**config.mk**
```make
export PLATFORM = sky130hd
export DESIGN_NAME = ifm_window_streamer
export DESIGN_NICKNAME = d
export VERILOG_FILES = /design/src/rtl/ifm_window_streamer.sv
export SDC_FILE = /design/constraint.sdc
export NUM_CORES = 1
export LEC_CHECK = 0
export BUFFER_PORTS_ARGS = -buffer_cell sky130_fd_sc_hd__buf_4
export CAP_MARGIN = 10
export CORE_AREA = 2 2 65 129
export CTS_BUF_LIST = sky130_fd_sc_hd__clkbuf_2 sky130_fd_sc_hd__clkbuf_4 sky130_fd_sc_hd__clkbuf_8
export DETAILED_ROUTE_END_ITERATION = 6
export DIE_AREA = 0 0 67 131
export GPL_ROUTABILITY_DRIVEN = 0
export PLACE_DENSITY = 0.8
export RECOVER_POWER = 50
export SYNTH_ARGS = -nofsm -noshare
export SYNTH_HDL_FRONTEND = slang
export SYNTH_SLANG_ARGS = --single-unit
```
**constraint.sdc**
```tcl
create_clock -name clk -period 3.2 [get_ports clk]
set_input_delay 0.16 -clock clk [delete_from_list [all_inputs] [get_ports clk]]
set_output_delay 0.16 -clock clk [all_outputs]
set_load 0.02 [all_outputs]
```
**src/rtl/ifm_window_streamer.sv**
```systemverilog
// ifm_window_streamer
//
// Producer for the KERNAL_SIZE x KERNAL_SIZE line-buffer window FIFO. Streams one
// IFM_SIZE x IFM_SIZE feature map out of a synchronous-read memory in row-major
// order, pushes each pixel into the window FIFO and flags the cycles in which the
// FIFO holds a complete, in-bounds window, tagged with its output coordinate.
//
// Ports:
//   clk, reset          clock, synchronous active-high reset
//   start, base_addr    begin a map at base_addr (sampled only while idle)
//   stall               back-pressure; suppresses new reads only
//   mem_rd_en, mem_addr memory read request (data returns one cycle later)
//   mem_rd_data         memory read data
//   fifo_enable         window FIFO shift strobe
//   fifo_data_in        pixel pushed into the window FIFO
//   window_valid        FIFO outputs form a complete window this cycle
//   out_row, out_col    output coordinate of that window
//   busy, done          map in progress / one-cycle completion pulse

module ifm_window_streamer #(
    parameter int unsigned DATA_WIDTH  = 32,
    parameter int unsigned IFM_SIZE    = 28,
    parameter int unsigned KERNAL_SIZE = 5,
    parameter int unsigned ADDR_WIDTH  = 16,
    parameter int unsigned CW          = $clog2(IFM_SIZE)
) (
    input  logic                  clk,
    input  logic                  reset,
    input  logic                  start,
    input  logic [ADDR_WIDTH-1:0] base_addr,
    input  logic                  stall,
    output logic                  mem_rd_en,
    output logic [ADDR_WIDTH-1:0] mem_addr,
    input  logic [DATA_WIDTH-1:0] mem_rd_data,
    output logic                  fifo_enable,
    output logic [DATA_WIDTH-1:0] fifo_data_in,
    output logic                  window_valid,
    output logic [CW-1:0]         out_row,
    output logic [CW-1:0]         out_col,
    output logic                  busy,
    output logic                  done
);

    localparam logic [CW-1:0] KLast   = CW'(KERNAL_SIZE - 1);
    localparam logic [CW-1:0] PixLast = CW'(IFM_SIZE - 1);

    typedef enum logic [1:0] {StIdle, StStream, StDrain, StDone} state_t;

    state_t                state_q;
    logic [CW-1:0]         r_q, c_q;          // next pixel to read
    logic [ADDR_WIDTH-1:0] addr_q;            // next read address, wraps naturally
    logic [CW-1:0]         rd_r_q, rd_c_q;    // coordinate of the read in flight
    logic [CW-1:0]         push_r_q, push_c_q; // coordinate of the pixel being pushed

    // The memory's output register already holds the pixel during the push
    // cycle; masking keeps the bus at zero whenever nothing is pushed,
    // including read data that was in flight across a reset.
    assign fifo_data_in = fifo_enable ? mem_rd_data : '0;

    always_ff @(posedge clk) begin
        if (reset) begin
            state_q      <= StIdle;
            r_q          <= '0;
            c_q          <= '0;
            addr_q       <= '0;
            rd_r_q       <= '0;
            rd_c_q       <= '0;
            push_r_q     <= '0;
            push_c_q     <= '0;
            mem_rd_en    <= 1'b0;
            mem_addr     <= '0;
            fifo_enable  <= 1'b0;
            window_valid <= 1'b0;
            out_row      <= '0;
            out_col      <= '0;
            busy         <= 1'b0;
            done         <= 1'b0;
        end else begin
            // Stage 1: push whatever was read last cycle, regardless of stall.
            fifo_enable <= mem_rd_en;
            push_r_q    <= rd_r_q;
            push_c_q    <= rd_c_q;

            // Stage 2: a window is complete once its bottom-right pixel is in.
            // Pixels with c < KERNAL_SIZE-1 would form a window wrapping rows.
            window_valid <= fifo_enable && (push_r_q >= KLast) && (push_c_q >= KLast);
            if (fifo_enable && (push_r_q >= KLast) && (push_c_q >= KLast)) begin
                out_row <= push_r_q - KLast;
                out_col <= push_c_q - KLast;
            end

            mem_rd_en <= 1'b0;
            done      <= 1'b0;

            unique case (state_q)
                StIdle: begin
                    if (start) begin
                        addr_q  <= base_addr;
                        r_q     <= '0;
                        c_q     <= '0;
                        state_q <= StStream;
                    end
                end
                StStream: begin
                    busy <= 1'b1;
                    if (!stall) begin
                        mem_rd_en <= 1'b1;
                        mem_addr  <= addr_q;
                        addr_q    <= addr_q + 1'b1;
                        rd_r_q    <= r_q;
                        rd_c_q    <= c_q;
                        if (c_q == PixLast) begin
                            c_q <= '0;
                            if (r_q == PixLast) begin
                                state_q <= StDrain;
                            end else begin
                                r_q <= r_q + 1'b1;
                            end
                        end else begin
                            c_q <= c_q + 1'b1;
                        end
                    end
                end
                // Once the final read has returned, its push and window flag
                // are already committed to the pipeline; done follows the flag.
                StDrain: begin
                    if (!mem_rd_en) begin
                        state_q <= StDone;
                    end
                end
                StDone: begin
                    done    <= 1'b1;
                    busy    <= 1'b0;
                    state_q <= StIdle;
                end
                default: state_q <= StIdle;
            endcase
        end
    end

endmodule

```
Yosys cells after proc, flatten, opt, wreduce, memory -nomap -nowiden
Index checks and enable logic that the tools add are counted.
Widths: inputs -> output; s select.
{"block": "word_totals", "register_bits": 79, "wordCells": 67}
{"block": "classes", "n_mux": 21, "bitwise": 2, "order_cmp": 2, "n_addsub": 5, "eq_ne": 11, "reduce_logical": 10}
{"cell": "$mux 16", "n": 2}
{"cell": "$mux 32", "n": 1}
{"cell": "$pmux 16 s2", "n": 1}
{"cell": "$mux 5", "n": 6}
{"cell": "$pmux 5 s2", "n": 2}
{"cell": "$add 16x1->16 const B", "n": 1}
{"cell": "$ne 2x2->1 const B", "n": 6}
{"cell": "$add 5x1->5 const B", "n": 2}
{"cell": "$eq 5x5->1 const B", "n": 2}
{"cell": "$ge 5x3->1 const B", "n": 2}
{"cell": "$mux 2", "n": 5}
{"cell": "$reduce_and 5->1", "n": 2}
{"cell": "$sub 5x3->5 const B", "n": 2}
{"cell": "$pmux 2 s4", "n": 1}
{"cell": "$eq 2x2->1 const B", "n": 2}
{"cell": "$reduce_bool 2->1", "n": 2}
{"cell": "$reduce_and 3->1", "n": 1}
{"cell": "$eq 2x1->1 const B", "n": 1}
{"cell": "$logic_and 1x1->1", "n": 2}
{"cell": "$logic_not 2->1", "n": 1}
{"cell": "$mux 1", "n": 2}
{"cell": "$not 1->1", "n": 2}
{"cell": "$pmux 1 s2", "n": 1}
{"cell": "$reduce_and 2->1", "n": 1}
{"cell": "$reduce_or 2->1", "n": 1}

Depth between registers and ports, before layout
Gate-level depths: netlist (run 1).
{"block": "logic_depth", "word_depth": 5, "ltp_mapped": 9, "ltp_nobuf": 6}

Worst setup path before layout (run 1)
No wires, ideal clock.
{"block": "synth_path", "path_type": "register to register", "from": "reg state_q[0]", "to": "reg c_q[3]", "path_buffers": 2, "path_slack_ns": 1.339, "setup_time_ns": 0.117, "stages_incl_launch_ff": 9, "t_arrival_ns": 1.744, "path_cell_list": "dfxtp_1 inv_1 ha_1 buf_2 nor2b_4 or3_1 buf_2 a21o_1 a32o_1"}
{"block": "synth_via", "elab_chain_cells": 3, "word_cells_on_any_way": 7, "classes_between": "3 x eq/ne; 1 x mux; 3 x reduce/logical"}
{"item": "start: declaration", "line_no": "49", "rtl": "state_t state_q;"}
{"item": "start signal: assignment", "line_no": "62", "rtl": "state_q <= StIdle;"}
{"item": "start signal: assignment", "line_no": "101", "rtl": "state_q <= StStream;"}
{"item": "start signal: assignment", "line_no": "115", "rtl": "state_q <= StDrain;"}
{"item": "$eq 2x1->1 or $logic_not 2->1 (tied branches)", "line_no": "95", "rtl": "unique case (state_q)"}
{"item": "$ne 2x2->1 (no line) or $reduce_bool 2->1 (tied branches)"}
{"item": "$reduce_and 3->1 (no line)"}
{"item": "end signal: assignment", "line_no": "120", "rtl": "c_q <= c_q + 1'b1;"}
{"item": "end: declaration", "line_no": "50", "rtl": "logic [CW-1:0] r_q, c_q;"}
Several ways; a longest one is shown, not always the timed one.
A chain may end at the register's enable or synchronous reset.

Worst setup path after layout (run 1)
{"block": "layout_path", "from": "reg fifo_enable", "to": "reg out_row[4]"}
{"block": "layout_via", "elab_chain_cells": 2}
{"item": "start: declaration", "line_no": "35", "rtl": "output logic fifo_enable,"}
{"item": "start signal: assignment", "line_no": "80", "rtl": "fifo_enable <= mem_rd_en;"}
{"item": "$logic_and 1x1->1 (2 in a row)", "line_no": "87", "rtl": "if (fifo_enable && (push_r_q >= KLast) && (push_c_q >= KLast)) begin"}
{"item": "end signal: assignment", "line_no": "88", "rtl": "out_row <= push_r_q - KLast;"}
{"item": "end: declaration", "line_no": "38", "rtl": "output logic [CW-1:0] out_row,"}
No other way between the ends.

==> results of run 1 <==
-- sequential cells by signal, indices dropped and copies added (netlist names) --
signal and flops:
busy 1, rd_r_q 5, c_q 5, done 1, window_valid 1, state_q 2, fifo_enable 1, push_c_q 5
out_col 5, r_q 5, rd_c_q 5, out_row 5, mem_addr 16, mem_rd_en 1, addr_q 16, push_r_q 5
-- kinds of logic (layout without fill, tap and decap cells) --
group,Yosys count,in the layout,share of synthesized area
AO/OA/AOI/OAI,109,109,0.1934
XOR/XNOR,2,2,0.004629
adder cells (fa/ha/maj),11,11,0.03636
buffers and inverters,45,149,0.05289
flip-flops,79,79,0.4179
multiplexers,8,8,0.02116
AND/OR/NAND/NOR,192,192,0.2737
-- critical path, delay by kind of cell, from the launching register on --
kind | cells | cell delay [ns]
compound gates | 1 | 0.13
flops | 1 | 0.31
simple gates | 1 | 0.44
buf+inv | 2 | 1.32
-- layer usage --
| metal | up-vias | track usage | wire length [um] | part of all wire |
|---|---|---|---|---|
| met4 | 0 | 0.08163 | 148 | 0.016 |
| met1 | 1678 | 0.3057 | 4157 | 0.44 |
| met2 | 115 | 0.3471 | 4688 | 0.49 |
| met5 | - | 0 | 0 | 0 |
| li1 | 1781 | - | - | - |
| met3 | 17 | 0.04709 | 552 | 0.058 |
-- how the worst max path moves through the flow --
stage / to / slack (ns) / start
finish: out_row[4] / 0.80 / fifo_enable
global route: out_row[3] / 0.45 / fifo_enable
CTS: c_q[3] / 0.90 / state_q[1]
detailed placement: c_q[3] / 0.92 / state_q[1]
global placement: c_q[3] / 0.98 / state_q[1]
floorplan: c_q[3] / 1.34 / state_q[0]
-- power groups by stage --
stage          sequential, uW  combinational [uW]  clock [uW]
2_1_floorplan            1290                 756           0
3_3_place_gp             1330                 972           0
3_5_place_dp             1340                 994           0
4_1_cts                  1320                1000         789
5_1_grt                  1340                1090         828
6_report                 1320                 978         776
-- area by class of cell --
type,instances,area [um^2]
sequential,79,1582
inverter,13,48.80
clock buffer,9,123.9
tap,96,120.1
clock inverter,7,86.33
fill,775,3122
multi-input combinational,322,1997
timing repair buffer,120,748.2
-- metrics by stage --
stage	utilization	worst slack, ns	total power (uW)
after floorplan	-	1.339	2047
after global placement	0.5946	0.9848	2304
after detailed placement	0.5946	0.9165	2332
after CTS	0.6215	0.8953	3104
after global routing	0.6012	0.4483	3268
final	0.6012	0.7983	3071
-- layout by cell type, fill, tap and decap left out, drive strengths merged, types with 4 or more instances in the layout --
cell type / instances
dfxtp: 79
buf: 79
nand2: 55
clkbuf: 50
a21oi: 39
and2: 37
nand3: 23
nor2: 17
inv: 17
nor2b: 16
o21ai: 14
o22a: 11
a211oi: 11
ha: 11
nor3: 10
nor4: 10
a31oi: 9
mux2i: 8
nand4: 6
nand2b: 4
nor3b: 4
o22ai: 4
==> results.txt, run 1 <==
----------------------------------------------------
[Run status]
  Run status ... completed

[Setup path]
  CP Cell Sequence ... clkbuf_1 > inv_1 > nor2_1 > a211oi_1
  Worst Path Required ... 3.38 ns
  Destination of the worst register-to-register timing path ... out_row[4]
  Slowest library cell on the worst path ... clkbuf_1
  Startpoint Class ... flop
  R2R cell count ... 4
  Worst R2R Setup Slack ... 0.80 ns
  Arrival time of data at the critical path endpoint ... 2.58 ns
  Maximum fanout encountered on the critical timing path ... 44
  Reg2Reg Launch Point ... fifo_enable
  Stage delay of the slowest cell on the critical path ... 1.03 ns
  WS Path Type ... reg2reg
  Crit end category ... flop

[Routing]
  Vias ... 3,591
  Total routed wirelength ... 9.547 mm
  DR iter-0 viols ... 234
  Number of nets with antenna violations after routing ... 0
  Mean number of vias per cell ... 5.559
  Drt pass-1 iters ... 4
  Routed WL per cell ... 14.78 um
  Post-detailed-route DRC marker count ... 0

[Timing]
  Post-Route Hold Slack ... 0.09714 ns
  Time the worst path needs with I/O delays and setup ... 2.402 ns
  Relative slew margins ... 0.04594
  Final cycle utilization of the critical path ... 0.7505
  RSZ-0062 raised after global routing ... false
  Hold Violations, Final ... 0
  Largest clock skew in the final design ... 0.007917 ns
  Slew at the pin closest to its max-slew limit ... 1.431 ns
  Slew Limit Fails ... 0
  Aggregate negative setup slack ... 0 ns
  Setup violation total in the final timing report ... 0
  Maximum operating frequency ... 416.4 MHz

[GRT]
  Maximum number of pins on one net before global-route repair ... 71
  Global-route usage over all layers ... 0.2242
  Sum of overflow across all layers after global routing ... 0
  Via count of the first global-routing pass ... 3,215
  Wire length of the first global-routing pass ... 15.35 mm
  Number of antenna violations at the first check in global routing ... 0

[Synth]
  Number of nets in the synthesized netlist ... 509
  Dominant cell by count in the synthesized netlist ... dfxtp_1
  Commonest register cell after synthesis ... dfxtp_1
  Count of state elements after synthesis ... 79
  Post-synth top area cell ... dfxtp_1
  Synthesis Warnings ... 0
  Async set-or-reset flop fraction in the synthesized netlist ... 0
  Most frequent cells after synthesis ... 79 x dfxtp_1, 55 x nand2_1, 39 x a21oi_1, 36 x and2_1, 23 x nand3_1
  Sequential share of the synthesized area ... 0.4179
  Syn Std Cell Area ... 3785 um^2
  Number of enable flip-flop cells after synthesis ... 0
  Cells taking the most area after synthesis ... dfxtp_1 42%, and2_1 6.0%, nand2_1 5.5%, a21oi_1 5.2%, ha_1 3.6%
  Distinct cell type count after synthesis ... 52
  Post-synthesis average cell area ... 8.486 um^2
  Area share of the largest cell type after synthesis ... 0.4179
  Cells after synthesis ... 446

[Power]
  Leakage power total ... 0.001771 uW
  Power Internal ... 1902 uW
  Clk pwr share ... 0.253
  Net switching component of the power ... 1169 uW
  Combinational power share ... 0.318
  Switching power share of the total ... 0.3806
  PwrDens ... 652.6 nW/um^2
  Sequential cell fraction of total power ... 0.429
  Maximum resistive drop on vdd ... 0.5708 mV

[Clock tree]
  Post-cts resize count ... 0
  Worst-case clock buffer depth ... 2
  Clock Sink Count ... 79
  Clock slew at reported path FFs ... 0.08 ns
  Number of buffers inserted during clock tree synthesis ... 9
  Insertion delay to the later sink of the worst-skew pair ... 0.36 ns
  Post-CTS Hold Buffers ... 0
  Post-CTS repair timing setup buffer count ... 0
  Number of levels the H-tree was split into ... 3
  TritonCTS clock tree ... built
  Buffer cell driving the clock tree root ... clkbuf_8

[Cells and area]
  Layout overhead on the synthesized area ... 24.33%
  Number of diodes ... 0
  Post-layout nets ... 608
  Post-layout instance count excluding filler cells ... 646
  Fraction of final layout cells with drive strength greater than 1 ... 0.1873
  Final design area excluding fillers ... 4706 um^2

[Die]
  Core Rows ... 46
  Top Ports ... 115
  Full die area ... 8777 um^2
  Die boundary width ... 67 um
  Initial cell density of the core ... 0.4835
  Die height ... 131 um
  Core box area ... 7828 um^2

[Placed design]
  Final HPWL from detailed placement ... 6.706 mm
  DP Cell Count ... 630
  Number of buffers added on ports ... 114
  Placement Cell Area ... 4654 um^2

[Worst hold path]
  Cells on Worst Hold Path ... 3
  Classification of the worst-slack hold path ... in2reg
  Hold Startpoint ... base_addr[8]
  WHS Endpoint ... addr_q[8]

[Flow run]
  MaxCap Viol Count ... 0

----------------------------------------------------
Power figures use the tool's default switching activity.
==> run 2, diff against run 1 <==
==> constraint.sdc (replaced) <==
create_clock -name clk -period 2.22 [get_ports clk]
set_input_delay 0.111 -clock clk [delete_from_list [all_inputs] [get_ports clk]]
set_output_delay 0.111 -clock clk [all_outputs]
set_load 0.02 [all_outputs]
==> run 2 against run 1 <==
Effect of this change: final cell count grew 1.1%; setup slack lost 0.61 ns; combinational power grew 57%; sequential share of layout area shrank 0.42 points; clock skew grew 0.00057 ns; sequential cell count is the same; sequential power grew 42%; maximum frequency grew 18%.
==> results.txt, run 2 (synthesized netlist as in run 1, its figures left out) <==
----------------------------------------------------
[Timing]
  Aggregate negative setup slack ... 0 ns (unchanged)
  Setup violation total in the final timing report ... 0 (unchanged)
  Final cycle utilization of the critical path ... 0.9157 (+0.1651)
  Hold Violations, Final ... 0 (unchanged)
  Largest clock skew in the final design ... 0.008488 ns (+0.0005709 ns)
  Time the worst path needs with I/O delays and setup ... 2.033 ns (-0.3689 ns)
  RSZ-0062 raised after global routing ... false
  Maximum operating frequency ... 491.9 MHz (+18%)
  Relative slew margins ... 0.5224 (+0.4765)
  Post-Route Hold Slack ... 0.04131 ns (-0.05584 ns)
  Slew at the pin closest to its max-slew limit ... 0.7164 ns (-0.7147 ns)
  Slew Limit Fails ... 0 (unchanged)

[Worst hold path]
  Cells on Worst Hold Path ... 3 (unchanged)
  Classification of the worst-slack hold path ... in2reg

[Cells and area]
  Registers with the most flip-flops ... addr_q (16), mem_addr (16)
  Layout overhead on the synthesized area ... 25.92%
  Filler cells ... 782 (+0.90%)
  Final design area excluding fillers ... 4766 um^2 (+1.3%)
  Commonest non-fill, non-tap cell in the layout ... buf_4
  Number of diodes ... 0 (unchanged)
  Highest-count cells in the layout ignoring fill and taps ... 84 x buf_4, 79 x dfxtp_1, 55 x nand2_1
  Fraction of final layout cells with drive strength greater than 1 ... 0.1975 (+0.01021)
  Fraction of the core area covered by cells at the end of the flow ... 0.6089 (+0.007672)
  Post-layout nets ... 615 (+1.2%)

[Clock tree]
  Insertion delay to the later sink of the worst-skew pair ... 0.37 ns (about the same)
  Post-CTS repair timing setup buffer count ... 0 (unchanged)
  Number of buffers inserted during clock tree synthesis ... 9 (unchanged)
  Clock Sink Count ... 79 (unchanged)
  TritonCTS clock tree ... built
  Number of levels the H-tree was split into ... 3 (unchanged)
  Post-CTS Hold Buffers ... 0 (unchanged)
  Worst-case clock buffer depth ... 2 (unchanged)
  Clock slew at reported path FFs ... 0.08 ns (about the same)
  Post-cts resize count ... 0 (unchanged)
  Buffer cell driving the clock tree root ... clkbuf_8

[Placed design]
  Number of buffers added on ports ... 114 (unchanged)
  Placement Cell Area ... 4720 um^2 (+1.4%)
  Final HPWL from detailed placement ... 6.887 mm (+2.7%)

[GRT]
  Global-route usage over all layers ... 0.2315 (+0.007307)
  Number of antenna violations at the first check in global routing ... 0 (unchanged)
  Wire length of the first global-routing pass ... 15.87 mm (+3.4%)
  Maximum number of pins on one net before global-route repair ... 71 (unchanged)
  Sum of overflow across all layers after global routing ... 0 (unchanged)
  Via count of the first global-routing pass ... 3,295 (+2.5%)

[Power]
  PwrDens ... 948.6 nW/um^2 (+45%)
  Leakage power total ... 0.001808 uW (+2.1%)
  Maximum resistive drop on vdd ... 0.8404 mV (+47%)
  Final Total Pwr ... 4521 uW (+47%)

[Routing]
  Post-detailed-route DRC marker count ... 0 (unchanged)
  Total routed wirelength ... 9.635 mm (+0.92%)
  Drt pass-1 iters ... 4 (unchanged)
  DR iter-0 viols ... 261 (+12%)
  Vias ... 3,632 (+1.1%)
  Number of nets with antenna violations after routing ... 0 (unchanged)
  Mean number of vias per cell ... 5.562 (about the same)
  Routed WL per cell ... 14.75 um (-0.16%)

[Setup path]
  Crit end category ... flop
  Maximum fanout encountered on the critical timing path ... 12 (-73%)
  Startpoint Class ... flop
  Worst Path Required ... 2.45 ns (-0.93 ns)
  R2R cell count ... 7 (+3)
  Arrival time of data at the critical path endpoint ... 2.26 ns (-0.32 ns)
  WS Path Type ... reg2reg

[Die]
  Die boundary width ... 67 um (unchanged)
  Initial cell density of the core ... 0.4835 (unchanged)
  Top Ports ... 115 (unchanged)
  Core box area ... 7828 um^2 (unchanged)
  Core Rows ... 46 (unchanged)
  Die height ... 131 um (unchanged)
  Full die area ... 8777 um^2 (unchanged)

[Flow run]
  MaxCap Viol Count ... 0 (unchanged)

[Run status]
  Run status ... completed

----------------------------------------------------
==> run 2: cell types whose count changed in the layout (fill, tap and decap cells not counted) <==
cell / before / now
buf_4: 79 / 84
o22ai_1: 4 / 3
and2_1: 19 / 21
inv_8: 2 / 0
clkinvlp_4: 1 / 3
o22ai_2: 0 / 1
and2_0: 17 / 15
buf_12: 0 / 1
clkbuf_1: 40 / 41
==> run 2: worst max-delay path: stages (launching register included) <==
cell and delay [ns]:
dfxtp_1 0.39, inv_1 0.09, ha_1 0.22, nor2b_4 0.18, or3_1 0.57, buf_4 0.24, a22oi_1 0.17, nor2_1 0.05
==> run 2: layout make-up <==
class / count / area, um^2 / area share
clock buffers: 9 / 123.9 / 0.02599
well taps: 96 / 120.1 / 0.02520
flip-flops and latches: 79 / 1582 / 0.3318
repair buffers: 127 / 809.5 / 0.1699
inverters: 13 / 48.80 / 0.01024
clock inverters: 7 / 78.83 / 0.01654
multi-input cells: 322 / 2003 / 0.4203
==> run 2: path summary, 6_finish.rpt <==
| path | from | to | slack (ns) |
|---|---|---|---|
| min reg2reg | mem_addr[15] | mem_addr[15] | 0.46 |
| max reg2reg | state_q[0] | c_q[4] | 0.19 |
| max | state_q[0] | c_q[4] | 0.19 |
| min | base_addr[8] | addr_q[8] | 0.04 |
==> run 2: metrics by stage <==
stage	std cells	setup WS, ns
after global placement	637	0.2520
after detailed placement	637	0.2066
after global routing	653	0.05323
after floorplan	446	0.3591
final	653	0.1872
after CTS	653	0.1913
==> run 2: layer usage <==
| metal | global-route usage | share of wire | vias up |
|---|---|---|---|
| met5 | 0 | 0 | - |
| met1 | 0.3033 | 0.43 | 1687 |
| met4 | 0.09244 | 0.022 | 0 |
| met2 | 0.3646 | 0.49 | 120 |
| met3 | 0.05308 | 0.064 | 25 |
| li1 | - | - | 1800 |
==> run 2: power breakdown <==
group | leakage, uW | internal, uW | total (uW) | switching [uW]
sequential | 0.000642 | 1640 | 1880 | 242
clock | 0.0000925 | 528 | 1090 | 566
combinational | 0.00107 | 646 | 1540 | 898
total | 0.00181 | 2820 | 4520 | 1710
==> run 3, diff against run 2 <==
--- a/config.mk
+++ b/config.mk
@@ -5,12 +5,13 @@
 export SDC_FILE = /design/constraint.sdc
 export NUM_CORES = 1
 export LEC_CHECK = 0
+export ABC_AREA = 1
 export BUFFER_PORTS_ARGS = -buffer_cell sky130_fd_sc_hd__buf_4
 export CAP_MARGIN = 10
-export CORE_AREA = 2 2 65 129
+export CORE_AREA = 2 2 66 130
 export CTS_BUF_LIST = sky130_fd_sc_hd__clkbuf_2 sky130_fd_sc_hd__clkbuf_4 sky130_fd_sc_hd__clkbuf_8
 export DETAILED_ROUTE_END_ITERATION = 6
-export DIE_AREA = 0 0 67 131
+export DIE_AREA = 0 0 68 132
 export GPL_ROUTABILITY_DRIVEN = 0
 export PLACE_DENSITY = 0.8
 export RECOVER_POWER = 50
==> constraint.sdc (replaced) <==
create_clock -name clk -period 2.1 [get_ports clk]
set_input_delay 0.105 -clock clk [delete_from_list [all_inputs] [get_ports clk]]
set_output_delay 0.105 -clock clk [all_outputs]
set_load 0.02 [all_outputs]
==> run 3 against run 2 <==
Effect of this change: setup slack better by 0.022 ns; register-to-register slack better by 0.02 ns; utilization decreased by 1.3 points; maximum frequency grew 7.5%; routed wire length up 5.7%; critical path type unchanged; largest power group unchanged.
==> results.txt, run 3 <==
----------------------------------------------------
[Run status]
  Run status ... completed

[GRT]
  Global-route usage over all layers ... 0.2382 (+0.006692)
  Sum of overflow across all layers after global routing ... 0 (unchanged)
  Maximum number of pins on one net before global-route repair ... 39 (-45%)
  Wire length of the first global-routing pass ... 16.64 mm (+4.8%)
  Number of antenna violations at the first check in global routing ... 0 (unchanged)
  Via count of the first global-routing pass ... 3,788 (+15%)

[Setup path]
  WS Path Type ... reg2reg
  Crit end category ... flop
  Worst Path Required ... 2.39 ns (-0.06 ns)
  Reg2Reg Launch Point ... state_q[1]
  First element of the critical path ... state_q[1]
  Slowest library cell on the worst path ... dfxtp_1
  Stage delay of the slowest cell on the critical path ... 0.37 ns (-0.20 ns)
  R2R cell count ... 9 (+2)
  Arrival time of data at the critical path endpoint ... 2.18 ns (-0.08 ns)
  Startpoint Class ... flop
  CP Cell Sequence ... inv_1 > ha_1 > nand2_4 > nand2_4 > nor2_4 > nand2_1 > nor2_2 > nand2_1 > a21oi_1
  Maximum fanout encountered on the critical timing path ... 14 (+2)
  Worst R2R Setup Slack ... 0.21 ns (+0.02 ns)
  Destination of the worst register-to-register timing path ... r_q[1]
  Capture point of the critical path ... r_q[1]

[Timing]
  RSZ-0062 raised after global routing ... false
  Hold Violations, Final ... 0 (unchanged)
  Time the worst path needs with I/O delays and setup ... 1.891 ns (-0.1416 ns)
  Largest clock skew in the final design ... 0.01129 ns (+0.002802 ns)
  Final cycle utilization of the critical path ... 0.9005 (-0.01512)
  Relative slew margins ... 0.6301 (+0.1077)
  Aggregate negative setup slack ... 0 ns (unchanged)
  Setup violation total in the final timing report ... 0 (unchanged)
  Maximum operating frequency ... 528.8 MHz (+7.5%)
  Slew at the pin closest to its max-slew limit ... 0.5542 ns (-0.1621 ns)
  Slew Limit Fails ... 0 (unchanged)

[Power]
  Net switching component of the power ... 1992 uW (+17%)
  Sequential cell fraction of total power ... 0.422 (+0.005)
  Leakage power total ... 0.002168 uW (+20%)
  Power Internal ... 2877 uW (+2.2%)
  Clk pwr share ... 0.221 (-0.021)
  Combinational power share ... 0.357 (+0.016)
  Maximum resistive drop on vdd ... 0.7437 mV (-12%)
  Switching power share of the total ... 0.4091 (+0.03179)
  PwrDens ... 1029 nW/um^2 (+8.5%)

[Clock tree]
  Insertion delay to the later sink of the worst-skew pair ... 0.36 ns (about the same)
  Post-cts resize count ... 0 (unchanged)
  Post-CTS Hold Buffers ... 0 (unchanged)
  Post-CTS repair timing setup buffer count ... 0 (unchanged)
  Buffer cell driving the clock tree root ... clkbuf_8
  Number of buffers inserted during clock tree synthesis ... 9 (unchanged)
  Worst-case clock buffer depth ... 2 (unchanged)
  Clock slew at reported path FFs ... 0.09 ns (about the same)
  Number of levels the H-tree was split into ... 3 (unchanged)
  TritonCTS clock tree ... built
  Clock Sink Count ... 79 (unchanged)

[Routing]
  Total routed wirelength ... 10.19 mm (+5.7%)
  Post-detailed-route DRC marker count ... 0 (unchanged)
  Vias ... 3,854 (+6.1%)
  Routed WL per cell ... 13.46 um (-8.8%)
  Number of nets with antenna violations after routing ... 0 (unchanged)
  DR iter-0 viols ... 177 (-32%)
  Mean number of vias per cell ... 5.091 (-8.5%)
  Drt pass-1 iters ... 4 (unchanged)

[Cells and area]
  Highest-count cells in the layout ignoring fill and taps ... 109 x nand2_1, 80 x inv_1, 79 x nor2_1, 79 x dfxtp_1, 67 x buf_4
  Registers with the most flip-flops ... addr_q (16), mem_addr (16)
  Fraction of final layout cells with drive strength greater than 1 ... 0.1679 (-0.02956)
  Filler cells ... 766 (-2.0%)
  Area taken by multi-input logic gates ... 1808 um^2 (-9.7%)
  FF/Latch Area ... 1582 um^2 (unchanged)
  Fraction of the core area covered by cells at the end of the flow ... 0.5958 (-0.01308)
  Commonest non-fill, non-tap cell in the layout ... nand2_1
  Number of diodes ... 0 (unchanged)
  Post-layout nets ... 719 (+17%)
  Layout overhead on the synthesized area ... 22.32%

[Die]
  Initial cell density of the core ... 0.4871 (+0.003547)
  Top Ports ... 115 (unchanged)
  Die height ... 132 um (+0.76%)
  Core Rows ... 46 (unchanged)
  Full die area ... 8976 um^2 (+2.3%)
  Die boundary width ... 68 um (+1.5%)
  Core box area ... 7943 um^2 (+1.5%)

[Synth]
  Distinct cell type count after synthesis ... 40 (-23%)
  Number of nets in the synthesized netlist ... 610 (+20%)
  Synthesis Warnings ... 0 (unchanged)
  Count of state elements after synthesis ... 79 (unchanged)
  Async set-or-reset flop fraction in the synthesized netlist ... 0 (unchanged)
  Most frequent cells after synthesis ... 109 x nand2_1, 80 x inv_1, 79 x dfxtp_1, 79 x nor2_1, 39 x a21oi_1
  Cells after synthesis ... 547 (+23%)
  Post-synth top area cell ... dfxtp_1
  Post-synthesis average cell area ... 7.073 um^2 (-17%)
  Commonest register cell after synthesis ... dfxtp_1
  Cells taking the most area after synthesis ... dfxtp_1 41%, nand2_1 11%, inv_1 7.8%, nor2_1 7.7%, a21oi_1 5.0%
  Dominant cell by count in the synthesized netlist ... nand2_1
  Syn Std Cell Area ... 3869 um^2 (+2.2%)
  Number of enable flip-flop cells after synthesis ... 0 (unchanged)
  Sequential share of the synthesized area ... 0.4088 (-0.009054)
  Area share of the largest cell type after synthesis ... 0.4088 (-0.009054)

[Flow run]
  MaxCap Viol Count ... 0 (unchanged)

[Placed design]
  Final HPWL from detailed placement ... 7.753 mm (+13%)
  Number of buffers added on ports ... 114 (unchanged)

[Worst hold path]
  Classification of the worst-slack hold path ... in2reg

----------------------------------------------------
-- run 3: changes by cell type in the layout (fill, tap and decap cells not counted), sizes merged, moves of 18 or more --
cell	delta
and2	-36
buf	-18
inv	+74
nand2	+58
nor2	+70
o21ai	+26
-- run 3: power by group through the flow --
stage	Sequential [uW]	Combinational [uW]	Clock (uW)
4_1_cts	2050	1830	1100
2_1_floorplan	2120	1280	0
3_5_place_dp	2080	1820	0
6_report	2050	1740	1080
3_3_place_gp	2070	1760	0
5_1_grt	2100	1930	1160
-- run 3: worst max-delay path, delay by kind of cell, from the launching register on --
kind / cells / cell delay [ns]
simple gates: 6 / 0.91
flops: 1 / 0.37
fa+ha+maj: 1 / 0.33
compound gates: 1 / 0.12
buf+inv: 1 / 0.09
-- run 3: per-stage QoR --
step	cells	instance area (um^2)	hold slack (ns)	power [uW]	setup WS (ns)
2_1_floorplan	547	3869	0.2642	3402	0.6222
3_3_place_gp	741	4763	0.4002	3828	0.3518
3_5_place_dp	741	4763	0.4031	3902	0.2518
4_1_cts	757	4949	0.01788	4979	0.2348
5_1_grt	757	4732	0.05239	5191	0.09100
6_report	757	4732	0.03061	4869	0.2089
-- run 3: how the worst min path moves through the flow --
stage	from	to	slack [ns]	depth (start not counted)
2_1_floorplan	base_addr[1]	addr_q[1]	0.26	2
3_3_place_gp	base_addr[1]	addr_q[1]	0.40	3
5_1_grt	base_addr[1]	addr_q[1]	0.05	3
3_5_place_dp	base_addr[1]	addr_q[1]	0.40	3
6_report	base_addr[1]	addr_q[1]	0.03	3
4_1_cts	base_addr[1]	addr_q[1]	0.02	3
-- run 3: layer usage --
layer | wire, um | global-route usage | vias to the layer above
met5 | 0 | 0 | -
met4 | 433 | 0.1389 | 0
met3 | 484 | 0.04868 | 31
met2 | 5811 | 0.4515 | 122
met1 | 3459 | 0.2134 | 1768
li1 | - | - | 1933
-- run 3: cells by family (layout without fill, tap and decap cells) --
| kind of cell | Yosys count | count (layout) | synth area share |
|---|---|---|---|
| DFF | 79 | 79 | 0.4088 |
| and+or+nand+nor | 243 | 243 | 0.2749 |
| adders and majority gates | 11 | 11 | 0.03558 |
| buffers and inverters | 111 | 225 | 0.1239 |
| xor gates and xnor gates | 3 | 3 | 0.006793 |
| AOI/OAI and AO/OA | 100 | 100 | 0.1501 |
-- run 3: cell type report --
cell class	count	share of cell area
clock buffer	9	0.02618
clock inverter	7	0.01296
inverter	84	0.06663
multi-input combinational	357	0.3821
sequential	79	0.3342
tap	96	0.02538
timing repair buffer	125	0.1526
